File: src/rtl/tl_async_pkg.sv
// ---------------------------------------------------------------------------
// tl_async_pkg: A-channel entry layout and gray-code helpers shared by both crossing halves.
// Rev 1.0
// ---------------------------------------------------------------------------
`default_nettype none

package tl_async_pkg;

  localparam int A_OPCODE_W  = 3;
  localparam int A_PARAM_W   = 3;
  localparam int A_SIZE_W    = 2;
  localparam int A_SOURCE_W  = 1;
  localparam int A_ADDR_W    = 9;
  localparam int A_MASK_W    = 4;
  localparam int A_DATA_W    = 32;
  localparam int A_CORRUPT_W = 1;

  localparam int A_CORRUPT_LSB = 0;
  localparam int A_DATA_LSB    = 1;
  localparam int A_MASK_LSB    = 33;
  localparam int A_ADDR_LSB    = 37;
  localparam int A_SOURCE_LSB  = 46;
  localparam int A_SIZE_LSB    = 47;
  localparam int A_PARAM_LSB   = 49;
  localparam int A_OPCODE_LSB  = 52;
  localparam int A_ENTRY_W     = 55;

  // Widest pointer (DEPTH=8 -> AW+1 = 4); narrower pointers are zero-extended.
  localparam int PTR_MAX_W = 4;

  typedef struct packed {
    logic [A_OPCODE_W-1:0]  opcode;
    logic [A_PARAM_W-1:0]   param;
    logic [A_SIZE_W-1:0]    size;
    logic [A_SOURCE_W-1:0]  source;
    logic [A_ADDR_W-1:0]    address;
    logic [A_MASK_W-1:0]    mask;
    logic [A_DATA_W-1:0]    data;
    logic [A_CORRUPT_W-1:0] corrupt;
  } tl_a_entry_t;

  function automatic logic [PTR_MAX_W-1:0] bin2gray(input logic [PTR_MAX_W-1:0] b);
    return b ^ (b >> 1);
  endfunction

  function automatic logic [PTR_MAX_W-1:0] gray2bin(input logic [PTR_MAX_W-1:0] g);
    logic [PTR_MAX_W-1:0] b;
    b[PTR_MAX_W-1] = g[PTR_MAX_W-1];
    for (int i = PTR_MAX_W - 2; i >= 0; i--) begin
      b[i] = b[i+1] ^ g[i];
    end
    return b;
  endfunction

endpackage

`default_nettype wire

File: src/rtl/tl_async_sync_vec.sv
// ---------------------------------------------------------------------------
// tl_async_sync_vec: STAGES-deep, WIDTH-wide asynchronously reset synchroniser chain.
// Rev 1.0
// ---------------------------------------------------------------------------
`default_nettype none

module tl_async_sync_vec #(
  parameter int WIDTH  = 1,
  parameter int STAGES = 3
) (
  input  logic             clock,
  input  logic             reset_n,
  input  logic [WIDTH-1:0] d,
  output logic [WIDTH-1:0] q
);

  logic [STAGES-1:0][WIDTH-1:0] stage_q;
  logic [STAGES-1:0][WIDTH-1:0] stage_d;

  always_comb begin
    stage_d = {stage_q[STAGES-2:0], d};
  end

  always_ff @(posedge clock or negedge reset_n) begin
    if (!reset_n) begin
      stage_q <= '0;
    end else begin
      stage_q <= stage_d;
    end
  end

  assign q = stage_q[STAGES-1];

endmodule

`default_nettype wire

File: src/rtl/tl_a_async_source.sv
// ---------------------------------------------------------------------------
// tl_a_async_source: enqueue half of the async TileLink A crossing; TL_ASYNC_SRC_SAFE_EN adds sink-reset safety.
// Rev 1.0
// ---------------------------------------------------------------------------
`default_nettype none

module tl_a_async_source
  import tl_async_pkg::*;
#(
  parameter int DEPTH = 1,
  parameter int SYNC  = 3
) (
  input  logic                           clock,
  input  logic                           reset_n,
  output logic                           enq_ready,
  input  logic                           enq_valid,
  input  logic [2:0]                     enq_opcode,
  input  logic [2:0]                     enq_param,
  input  logic [1:0]                     enq_size,
  input  logic                           enq_source,
  input  logic [8:0]                     enq_address,
  input  logic [3:0]                     enq_mask,
  input  logic [31:0]                    enq_data,
  input  logic                           enq_corrupt,
  output logic [DEPTH*A_ENTRY_W-1:0]     async_mem,
  output logic [$clog2(DEPTH):0]         async_widx,
  input  logic [$clog2(DEPTH):0]         async_ridx,
  output logic                           async_widx_valid,
  input  logic                           async_ridx_valid
);

  localparam int AW     = $clog2(DEPTH);
  localparam int PW     = AW + 1;
  localparam int IDXW   = (AW == 0) ? 1 : AW;
  localparam int MSB_LO = (AW == 0) ? 0 : AW - 1;
  // Full when the write pointer is exactly DEPTH ahead: gray equality with the top two bits inverted.
  localparam logic [PW-1:0] FULL_MASK = {PW{1'b1}} << MSB_LO;

  logic                 sink_ready;
  logic [PW-1:0]        ridx_s;
  logic [PW-1:0]        widx_bin_q, widx_bin_d;
  logic [PW-1:0]        widx_gray_q, widx_gray_d;
  logic                 ready_q, ready_d;
  logic [IDXW-1:0]      wr_idx;
  logic [PTR_MAX_W-1:0] gray_ext;
  logic [A_ENTRY_W-1:0] beat_vec;
  logic                 fire;
  logic                 full_next;
  tl_a_entry_t          mem_q [DEPTH];
  tl_a_entry_t          mem_d [DEPTH];

  tl_async_sync_vec #(
    .WIDTH  (PW),
    .STAGES (SYNC)
  ) u_ridx_sync (
    .clock   (clock),
    .reset_n (reset_n),
    .d       (async_ridx),
    .q       (ridx_s)
  );

`ifdef TL_ASYNC_SRC_SAFE_EN
  logic widx_valid_q, widx_valid_d;

  tl_async_sync_vec #(
    .WIDTH  (1),
    .STAGES (SYNC)
  ) u_valid_sync (
    .clock   (clock),
    .reset_n (reset_n),
    .d       (async_ridx_valid),
    .q       (sink_ready)
  );

  always_comb begin
    widx_valid_d = 1'b1;
  end

  always_ff @(posedge clock or negedge reset_n) begin
    if (!reset_n) begin
      widx_valid_q <= 1'b0;
    end else begin
      widx_valid_q <= widx_valid_d;
    end
  end

  assign async_widx_valid = widx_valid_q;
`else
  logic unused_ridx_valid;
  assign unused_ridx_valid = async_ridx_valid;
  assign sink_ready        = 1'b1;
  assign async_widx_valid  = 1'b1;
`endif

  if (DEPTH == 1) begin : g_idx_single
    assign wr_idx = '0;
  end else begin : g_idx_multi
    assign wr_idx = widx_bin_q[IDXW-1:0];
  end

  always_comb begin
    beat_vec = '0;
    beat_vec[A_OPCODE_LSB  +: A_OPCODE_W]  = enq_opcode;
    beat_vec[A_PARAM_LSB   +: A_PARAM_W]   = enq_param;
    beat_vec[A_SIZE_LSB    +: A_SIZE_W]    = enq_size;
    beat_vec[A_SOURCE_LSB  +: A_SOURCE_W]  = enq_source;
    beat_vec[A_ADDR_LSB    +: A_ADDR_W]    = enq_address;
    beat_vec[A_MASK_LSB    +: A_MASK_W]    = enq_mask;
    beat_vec[A_DATA_LSB    +: A_DATA_W]    = enq_data;
    beat_vec[A_CORRUPT_LSB +: A_CORRUPT_W] = enq_corrupt;

    fire = enq_valid & ready_q;

    // A beat accepted as the sink drops still lands; the pointer clears on the following cycle.
    widx_bin_d = widx_bin_q;
    if (fire) begin
      widx_bin_d = widx_bin_q + PW'(1);
    end else if (!sink_ready) begin
      widx_bin_d = '0;
    end

    gray_ext    = bin2gray(PTR_MAX_W'(widx_bin_d));
    widx_gray_d = gray_ext[PW-1:0];
    full_next   = (gray_ext == PTR_MAX_W'(ridx_s ^ FULL_MASK));
    ready_d     = sink_ready & ~full_next;

    for (int i = 0; i < DEPTH; i++) begin
      mem_d[i] = mem_q[i];
      if (fire && (wr_idx == IDXW'(i))) begin
        mem_d[i] = tl_a_entry_t'(beat_vec);
      end
    end
  end

  always_ff @(posedge clock or negedge reset_n) begin
    if (!reset_n) begin
      widx_bin_q  <= '0;
      widx_gray_q <= '0;
      ready_q     <= 1'b0;
      for (int i = 0; i < DEPTH; i++) begin
        mem_q[i] <= '0;
      end
    end else begin
      widx_bin_q  <= widx_bin_d;
      widx_gray_q <= widx_gray_d;
      ready_q     <= ready_d;
      for (int i = 0; i < DEPTH; i++) begin
        mem_q[i] <= mem_d[i];
      end
    end
  end

  for (genvar g = 0; g < DEPTH; g++) begin : g_mem_out
    assign async_mem[g*A_ENTRY_W +: A_ENTRY_W] = mem_q[g];
  end

  assign enq_ready  = ready_q;
  assign async_widx = widx_gray_q;

endmodule

`default_nettype wire
File: config.mk
export PLATFORM = sky130hd
export DESIGN_NAME = tl_a_async_source
export DESIGN_NICKNAME = d
export VERILOG_FILES = /design/src/rtl/tl_async_pkg.sv /design/src/rtl/tl_async_sync_vec.sv /design/src/rtl/tl_a_async_source.sv
export SDC_FILE = /design/constraint.sdc
export NUM_CORES = 1
export LEC_CHECK = 0
export BUFFER_PORTS_ARGS = -buffer_cell sky130_fd_sc_hd__buf_2
export CORE_UTILIZATION = 48
export DETAILED_ROUTE_END_ITERATION = 10
export PLACE_DENSITY_LB_ADDON = 0.12
export RECOVER_POWER = 50
export SLEW_MARGIN = 20
export SYNTH_ARGS = -nofsm -noshare
export SYNTH_HDL_FRONTEND = slang
export SYNTH_SLANG_ARGS = --single-unit
File: constraint.sdc
create_clock -name clock -period 2.2 [get_ports clock]
set_input_delay 0.44 -clock clock [delete_from_list [all_inputs] [get_ports clock]]
set_output_delay 0.44 -clock clock [all_outputs]
set_load 0.005 [all_outputs]
Yosys cells after proc, flatten, opt, wreduce, memory -nomap -nowiden
Index checks and enable logic that the tools add are counted.
Cells by class
  order comparisons: 0
  reductions and logical operators: 0
  muxes and demuxes: 1
  div/mod/pow operators: 0
  bitwise operators: 3
  shift-type cells: 0
  multipliers: 0
  $add $sub $neg: 1
  equality and inequality tests: 1
Operator list (count)
  $not A1 Y1: 2
  $add A1 B1 Y1 const B: 1
  $and A1 B1 Y1: 1
  $eq A1 B1 Y1: 1
  $mux W1: 1
Storage, ports and cells
  memories: 0
  memory bits (read-only): 0
  RAM bits: 0
  input port bits: 60
  output and inout port bits: 58
  flip-flop bits (word level): 60
  latch bits: 0
  logic and storage cells: 19

Depth between registers and ports, before layout
Gate-level depths: netlist of the first run.
  word-level depth: 4
  gate-level depth with buffers: 4
  depth with buffers taken out: 2

Hierarchy
From an unflattened synthesis of the first run, not the netlist that was laid out.
Unflattened totals
  cells, all modules: 126
  area total of the unflattened synthesis: 2328.5 sq um
By module, submodules not included
  tl_a_async_source: cells an instance 123, seq. area each 1426.4 sq um, instances 1, area each 2253.4 sq um
  tl_async_sync_vec: cells an instance 3, seq. area each 75.1 sq um, instances 1, area each 75.1 sq um

Worst setup path before layout of the first run
OpenSTA, ideal clock, no wires.
  path kind: input -> register
  start: in enq_valid
  end: reg mem_q, in the netlist async_mem[10]
  data required time: 2.075 ns
  cell stages on the path: 4
  setup slack: 0.943 ns
  library setup time: 0.125 ns
  data arrival time: 1.132 ns
  buffers on the path: 2
  path through: nand2_1 buf_6 buf_6 mux2_4
Between the ends
  cells in the longest elaborated chain, start to end: 1
Ends and longest elaborated chain
  start, declared: line tl_a_async_source.sv:16  | input logic enq_valid,
  $and A1 B1 Y1: line tl_a_async_source.sv:112  | fire = enq_valid & ready_q;
  end signal, assigned by index: line tl_a_async_source.sv:148  | mem_q[i] <= mem_d[i];
  end, declared: line tl_a_async_source.sv:49  | tl_a_entry_t mem_q [DEPTH];
Every way passes these cells.
A chain may end at the register's enable or synchronous reset.

Worst setup path in the final report of the first run
  start: reg ready_q, in the netlist enq_ready
  end: reg mem_q, in the netlist async_mem[45]
Between the ends
  cells in the longest elaborated chain, start to end: 1
Ends and longest elaborated chain
  start, declared: line tl_a_async_source.sv:43  | logic ready_q, ready_d;
  start signal, assigned: line tl_a_async_source.sv:146  | ready_q <= ready_d;
  $and A1 B1 Y1: line tl_a_async_source.sv:112
Every way passes these cells.

==> results of run 1 <==
==> worst paths after layout <==
path | slack (ns) | endpoint | start
min | 0.23 | u_ridx_sync.stage_d[1] | async_ridx
min reg2reg | 0.34 | u_ridx_sync.q | u_ridx_sync.stage_d[2]
max in group asynchronous | 0.75 | async_mem[1] | reset_n
max reg2reg | 0.49 | async_mem[45] | enq_ready
min in group asynchronous | 0.40 | async_mem[18] | reset_n
max | 0.49 | async_mem[45] | enq_ready
==> cells in the final DEF (no fill, tap or decap), types with 2 or more instances in the layout <==
master    netlist  final
buf_2           2    103
buf_4           1      2
clkbuf_1        0     14
clkbuf_2        0      2
clkbuf_8        0     11
clkinv_2        0      2
dfrtp_1        60     60
mux2_2         27     27
mux2_4         28     28
==> worst max-delay path: stages (launching register included) <==
cell and delay, ns:
dfrtp_1 0.39, nand2_2 0.07, clkbuf_2 0.69, mux2_2 0.42
==> routing by layer <==
layer  vias up  track usage  routed length, µm
met5         -            0                  0
met4         0      0.09804                 71
met3         5      0.06188                350
met2        71       0.2453               1892
met1       687       0.2232               1857
li1        687            -                  -
==> state kept, by name, summed over array words and instances (netlist names) <==
name	cells
async_mem	55
async_widx	1
enq_ready	1
u_ridx_sync.q	1
u_ridx_sync.stage_d	2
==> synthesized netlist by cell type, drive strengths merged <==
| master | instances |
|---|---|
| dfrtp | 60 |
| mux2 | 55 |
| buf | 7 |
| conb | 1 |
| nand2 | 1 |
| xnor2 | 1 |
| xor3 | 1 |
==> power by group <==
group	internal (µW)	switching [µW]
clock network	461	375
logic	1030	559
registers	1650	267
==> kinds of logic after synthesis <==
| kind of cell | count (synthesis) | synth area share |
|---|---|---|
| xor+xnor | 2 | 0.01397 |
| other cells | 1 | 0.001610 |
| flops | 60 | 0.6448 |
| buf+inv | 7 | 0.02687 |
| simple gates | 1 | 0.001610 |
| mux | 55 | 0.3111 |
==> cell type report <==
cell class / count / share of cell area
Clock buffer: 13 / 0.05146
Clock inverter: 2 / 0.003241
Multi-Input combinational cell: 59 / 0.2484
Sequential cell: 60 / 0.4862
Tap cell: 52 / 0.02107
Timing Repair Buffer: 119 / 0.1896
==> stage by stage <==
step / hold WS [ns] / instances
floorplan: 0.1444 / 126
global placement: 0.3327 / 290
detailed placement: 0.3362 / 290
CTS: 0.1119 / 305
global route: 0.2156 / 305
finish: 0.2314 / 305
==> impl_metrics.json, run 1 <==
{
  "grtUsageTotal": 0.1703,
  "hold_path_class": "in2reg",
  "finalCriticalPeriod_ns": 1.709,
  "clock_skew_ns": 0.006717,
  "fin_nets": 309,
  "drc": 0,
  "report.final.slew_viol_count": 0,
  "vias": 1450,
  "syn_area_mm2": 0.002328,
  "ioPinCount": 118,
  "arrival_ns": 1.91,
  "setup_ws_ns": 0.4905,
  "placed_area_mm2": 0.002939,
  "crit_required_ns": 2.40,
  "maxCapViolCount": 0,
  "cts_root_buf": "clkbuf_8",
  "powerDensity_mw_per_mm2": 1405,
  "syn_to_final_growth_pct": 32.62,
  "rsz0062_at_grt": "false",
  "yosysTopAreaCell": "dfrtp_1",
  "drt_iter0_markers": 51,
  "clk_latency_ns": 0.32,
  "final_util": 0.6856,
  "leakage_uw": 0.001618,
  "placementRows": 24,
  "antenna_found_initial": 0,
  "seq_area_frac_synth": 0.6448,
  "seqCellArea_mm2": 0.001501,
  "tns_ns": 0,
  "ff2ff_path_depth": 3,
  "worst_pin_slew_ns": 1.325,
  "ant_nets": 0,
  "ctsHoldBuffers": 0,
  "pre_cts_slack_ns": 0.6230,
  "die-area_mm2": 0.005134,
  "finalPower_uw": 4340,
  "synth_top_area_share": 0.6448,
  "cts-resized-gates": 0,
  "maxSlewHeadroom": 0.1170,
  "avgRoutedWirePerCell_um": 13.68,
  "hold_depth": 1,
  "avgSynthCellArea_um2": 18.48,
  "min_period_over_period": 0.7770,
  "nFillCells": 352,
  "startpoint_type": "flop",
  "start_util": 0.5169,
  "diodes": 0,
  "syn_nets": 186,
  "max_freq_ghz": 0.5850,
  "ir_drop_uv": 661.3,
  "cts_inserted_buffers": 9,
  "critPathKind": "reg2reg",
  "worstPathMaxFanout": 29,
  "fp.dieW_um": 71.65,
  "dp_hpwl_mm": 2.953,
  "multi_input_area_um2": 767.0,
  "port_buffers": 115,
  "synth_warnings": 0,
  "cts_buffer_depth": 2,
  "ys_ff_latch": 60,
  "coreArea_mm2": 0.004504,
  "drive_gt1_frac": 0.6957,
  "finalHoldViolCount": 0,
  "overflow": 0,
  "first_global_vias": 1368,
  "status": "completed",
  "endpoint_kind": "flop",
  "finalSetupViolCount": 0,
  "wirelength_mm": 4.171,
  "clock_sinks": 60,
  "yosysUniqueCellTypes": 10,
  "firstDrtPassIters": 6,
  "grt_pass1_wl_mm": 6.430,
  "vias_per_cell": 4.754,
  "synthTopCellsByArea": "dfrtp_1 (64%), mux2_4 (18%), mux2_2 (13%)",
  "gp_congestion": 0.6794,
  "synth_cells": 126,
  "grt_max_degree": 30,
  "fp.dieH_um": 71.65,
  "cts_setup_buffers": 0,
  "htree_levels": 3,
  "path_clk_slew_ns": 0.06,
  "postLayoutCellArea_mm2": 0.003088,
  "cts_tree": "yes"
}
No activity file was read; power rests on OpenSTA's default activity.
==> inputs of run 2 (changes only) <==
ABC_AREA = 1   (was unset)
CORE_UTILIZATION = 45   (was 48)
clock period = 1.8 ns   (was 2.2 ns; I/O delays follow)
==> impl_metrics.json, run 2 <==
{
  "maxSlewHeadroom": 0.6332,
  "firstDrtPassIters": 4,
  "fp.dieW_um": 74.26,
  "worstPathMaxFanout": 15,
  "grtUsageTotal": 0.2031,
  "wirelength_mm": 5.286,
  "clock_sinks": 60,
  "power.internal_uw": 3429,
  "avgSynthCellArea_um2": 9.179,
  "drt_iter0_markers": 124,
  "synthTopCellsByArea": "dfrtp_1 (64%), nand2_1 (18%), nand3_1 (13%)",
  "max_freq_ghz": 0.7045,
  "powerDensity_mw_per_mm2": 1640,
  "report.final.slew_viol_count": 0,
  "syn_nets": 316,
  "synthFlopType": "dfrtp_1",
  "rsz0062_at_grt": "false",
  "hold_path_class": "in2async",
  "seq_area_frac_synth": 0.6390,
  "p_sw_uw": 1749,
  "ant_nets": 0,
  "min_period_over_period": 0.7885,
  "cts_inserted_buffers": 9,
  "ff2ff_path_depth": 4,
  "grt_util_met2": 0.3273,
  "finalSetupViolCount": 0,
  "overflow": 0,
  "clkPwrFrac": 0.223,
  "ir_drop_uv": 798.2,
  "status": "completed",
  "rr_endpoint": "async_mem[15]",
  "cts_setup_buffers": 0,
  "synth_cells": 256,
  "htree_levels": 3,
  "cts-resized-gates": 0,
  "largest_reg_flops": 55,
  "leakage_uw": 0.001848,
  "busiest_layer": "met2",
  "gr-usage-met1": 0.2549,
  "syn_area_mm2": 0.002350,
  "seqCellArea_mm2": 0.001503,
  "worst_pin_slew_ns": 0.5488,
  "cts_root_buf": "clkbuf_8",
  "multi_input_area_um2": 730.7,
  "path_clk_slew_ns": 0.06,
  "grtUsageMet3": 0.05014,
  "first_global_vias": 1865,
  "tns_ns": 0,
  "vias_per_cell": 4.726,
  "synth_top_area_share": 0.6390,
  "drive_gt1_frac": 0.3556,
  "clk_latency_ns": 0.32,
  "fp.dieH_um": 74.26,
  "ctsHoldBuffers": 0,
  "final_util": 0.6469,
  "startpoint_type": "flop",
  "finalHoldViolCount": 0,
  "placementRows": 25,
  "crit_required_ns": 1.44,
  "gp_congestion": 0.6886,
  "diodes": 0,
  "nFillCells": 436,
  "async_reset_ff_frac": 1.000,
  "grt_max_degree": 61,
  "drc": 0,
  "swShare": 0.3378,
  "start_util": 0.4815,
  "fin_cells": 441,
  "p_comb_frac": 0.340,
  "port_buffers": 115,
  "ioPinCount": 118,
  "maxCapViolCount": 0,
  "synth_edf_count": 0,
  "cts_tree": "yes",
  "finalCriticalPeriod_ns": 1.419,
  "die-area_mm2": 0.005515,
  "antenna_found_initial": 0,
  "arrival_ns": 1.06,
  "coreArea_mm2": 0.004880,
  "fin_nets": 429,
  "cts_buffer_depth": 2,
  "syn_to_final_growth_pct": 34.35,
  "endpoint_kind": "output pin",
  "timing.rr.start": "enq_ready",
  "clock_skew_ns": 0.007357,
  "vias": 2084,
  "yosysTopAreaCell": "dfrtp_1",
  "synth_most_common_cell": "nand2_1",
  "r2r_slack_ns": 0.47,
  "grt_pass1_wl_mm": 8.231,
  "dp_cells": 425,
  "critPathKind": "reg2out",
  "synthTopCellsByCount": "nand2_1 (115), dfrtp_1 (60), nand3_1 (59), buf_2 (13), buf_4 (6)",
  "dp_hpwl_mm": 3.377,
  "final_cell_mix": "nand2_1 (115), buf_2 (114), nand3_1 (59), dfrtp_1 (59), clkbuf_8 (10)",
  "yosysUniqueCellTypes": 7,
  "layout_commonest_cell": "nand2_1",
  "p_seq_frac": 0.437,
  "ys_ff_latch": 60,
  "synth_warnings": 0,
  "avgRoutedWirePerCell_um": 11.99
}
run 2: changes by cell type after synthesis:
cell     previous run  this run
inv_1               0         2
buf_6               4         0
xor3_1              1         0
mux2_4             28         0
xnor2_1             1         0
buf_2               2        13
mux2_2             27         0
buf_4               1         6
nand3_1             0        59
nand2_1             1       115
run 2: cell type report:
class	count	share of cell area
Clock buffer	14	0.04835
Sequential cell	60	0.4760
Multi-Input combinational cell	175	0.2315
Inverter	2	0.002378
Timing Repair Buffer	121	0.2041
Tap cell	67	0.02656
Clock inverter	2	0.01110
run 2: worst max path at each step:
stage	end	startpoint	cells after the start	slack [ns]
5_1_grt	enq_ready	enq_ready	2	0.33
3_3_place_gp	enq_ready	enq_valid	5	0.55
6_report	enq_ready	enq_ready	2	0.38
4_1_cts	enq_ready	enq_ready	2	0.35
3_5_place_dp	enq_ready	enq_valid	5	0.55
2_1_floorplan	async_mem[10]	enq_ready	5	0.81
run 2: layer usage:
| layer | part of all wire | vias up |
|---|---|---|
| met1 | 0.45 | 965 |
| met4 | 0.014 | 0 |
| met2 | 0.48 | 76 |
| li1 | - | 1036 |
| met5 | 0 | - |
| met3 | 0.055 | 7 |
run 2: power by group through the flow:
stage / clock (µW) / combinational, µW / sequential [µW]
2_1_floorplan: 0 / 853 / 2360
3_3_place_gp: 0 / 1770 / 2270
3_5_place_dp: 0 / 1810 / 2280
4_1_cts: 1180 / 1800 / 2270
5_1_grt: 1240 / 2030 / 2340
6_report: 1150 / 1760 / 2260
run 2: cells by family after synthesis:
group,Yosys count,synth area share
DFF,60,0.6390
buffers and inverters,21,0.05005
other,1,0.001596
and+or+nand+nor,174,0.3094
run 2: critical path, cell delays in order, from the launching register on:
cell and delay, ns:
dfrtp_2 0.41, buf_4 0.19, buf_2 0.14
run 2: through the flow:
| stage | total power [µW] | hold slack, ns | setup WS, ns | cell area [µm²] |
|---|---|---|---|---|
| 2_1_floorplan | 3209 | 0.06441 | 0.8141 | 2350 |
| 3_3_place_gp | 4035 | 0.3327 | 0.5461 | 2973 |
| 3_5_place_dp | 4086 | 0.3358 | 0.5508 | 2973 |
| 4_1_cts | 5249 | 0.03567 | 0.3468 | 3161 |
| 5_1_grt | 5604 | 0.1175 | 0.3330 | 3157 |
| 6_report | 5177 | 0.06925 | 0.3806 | 3157 |
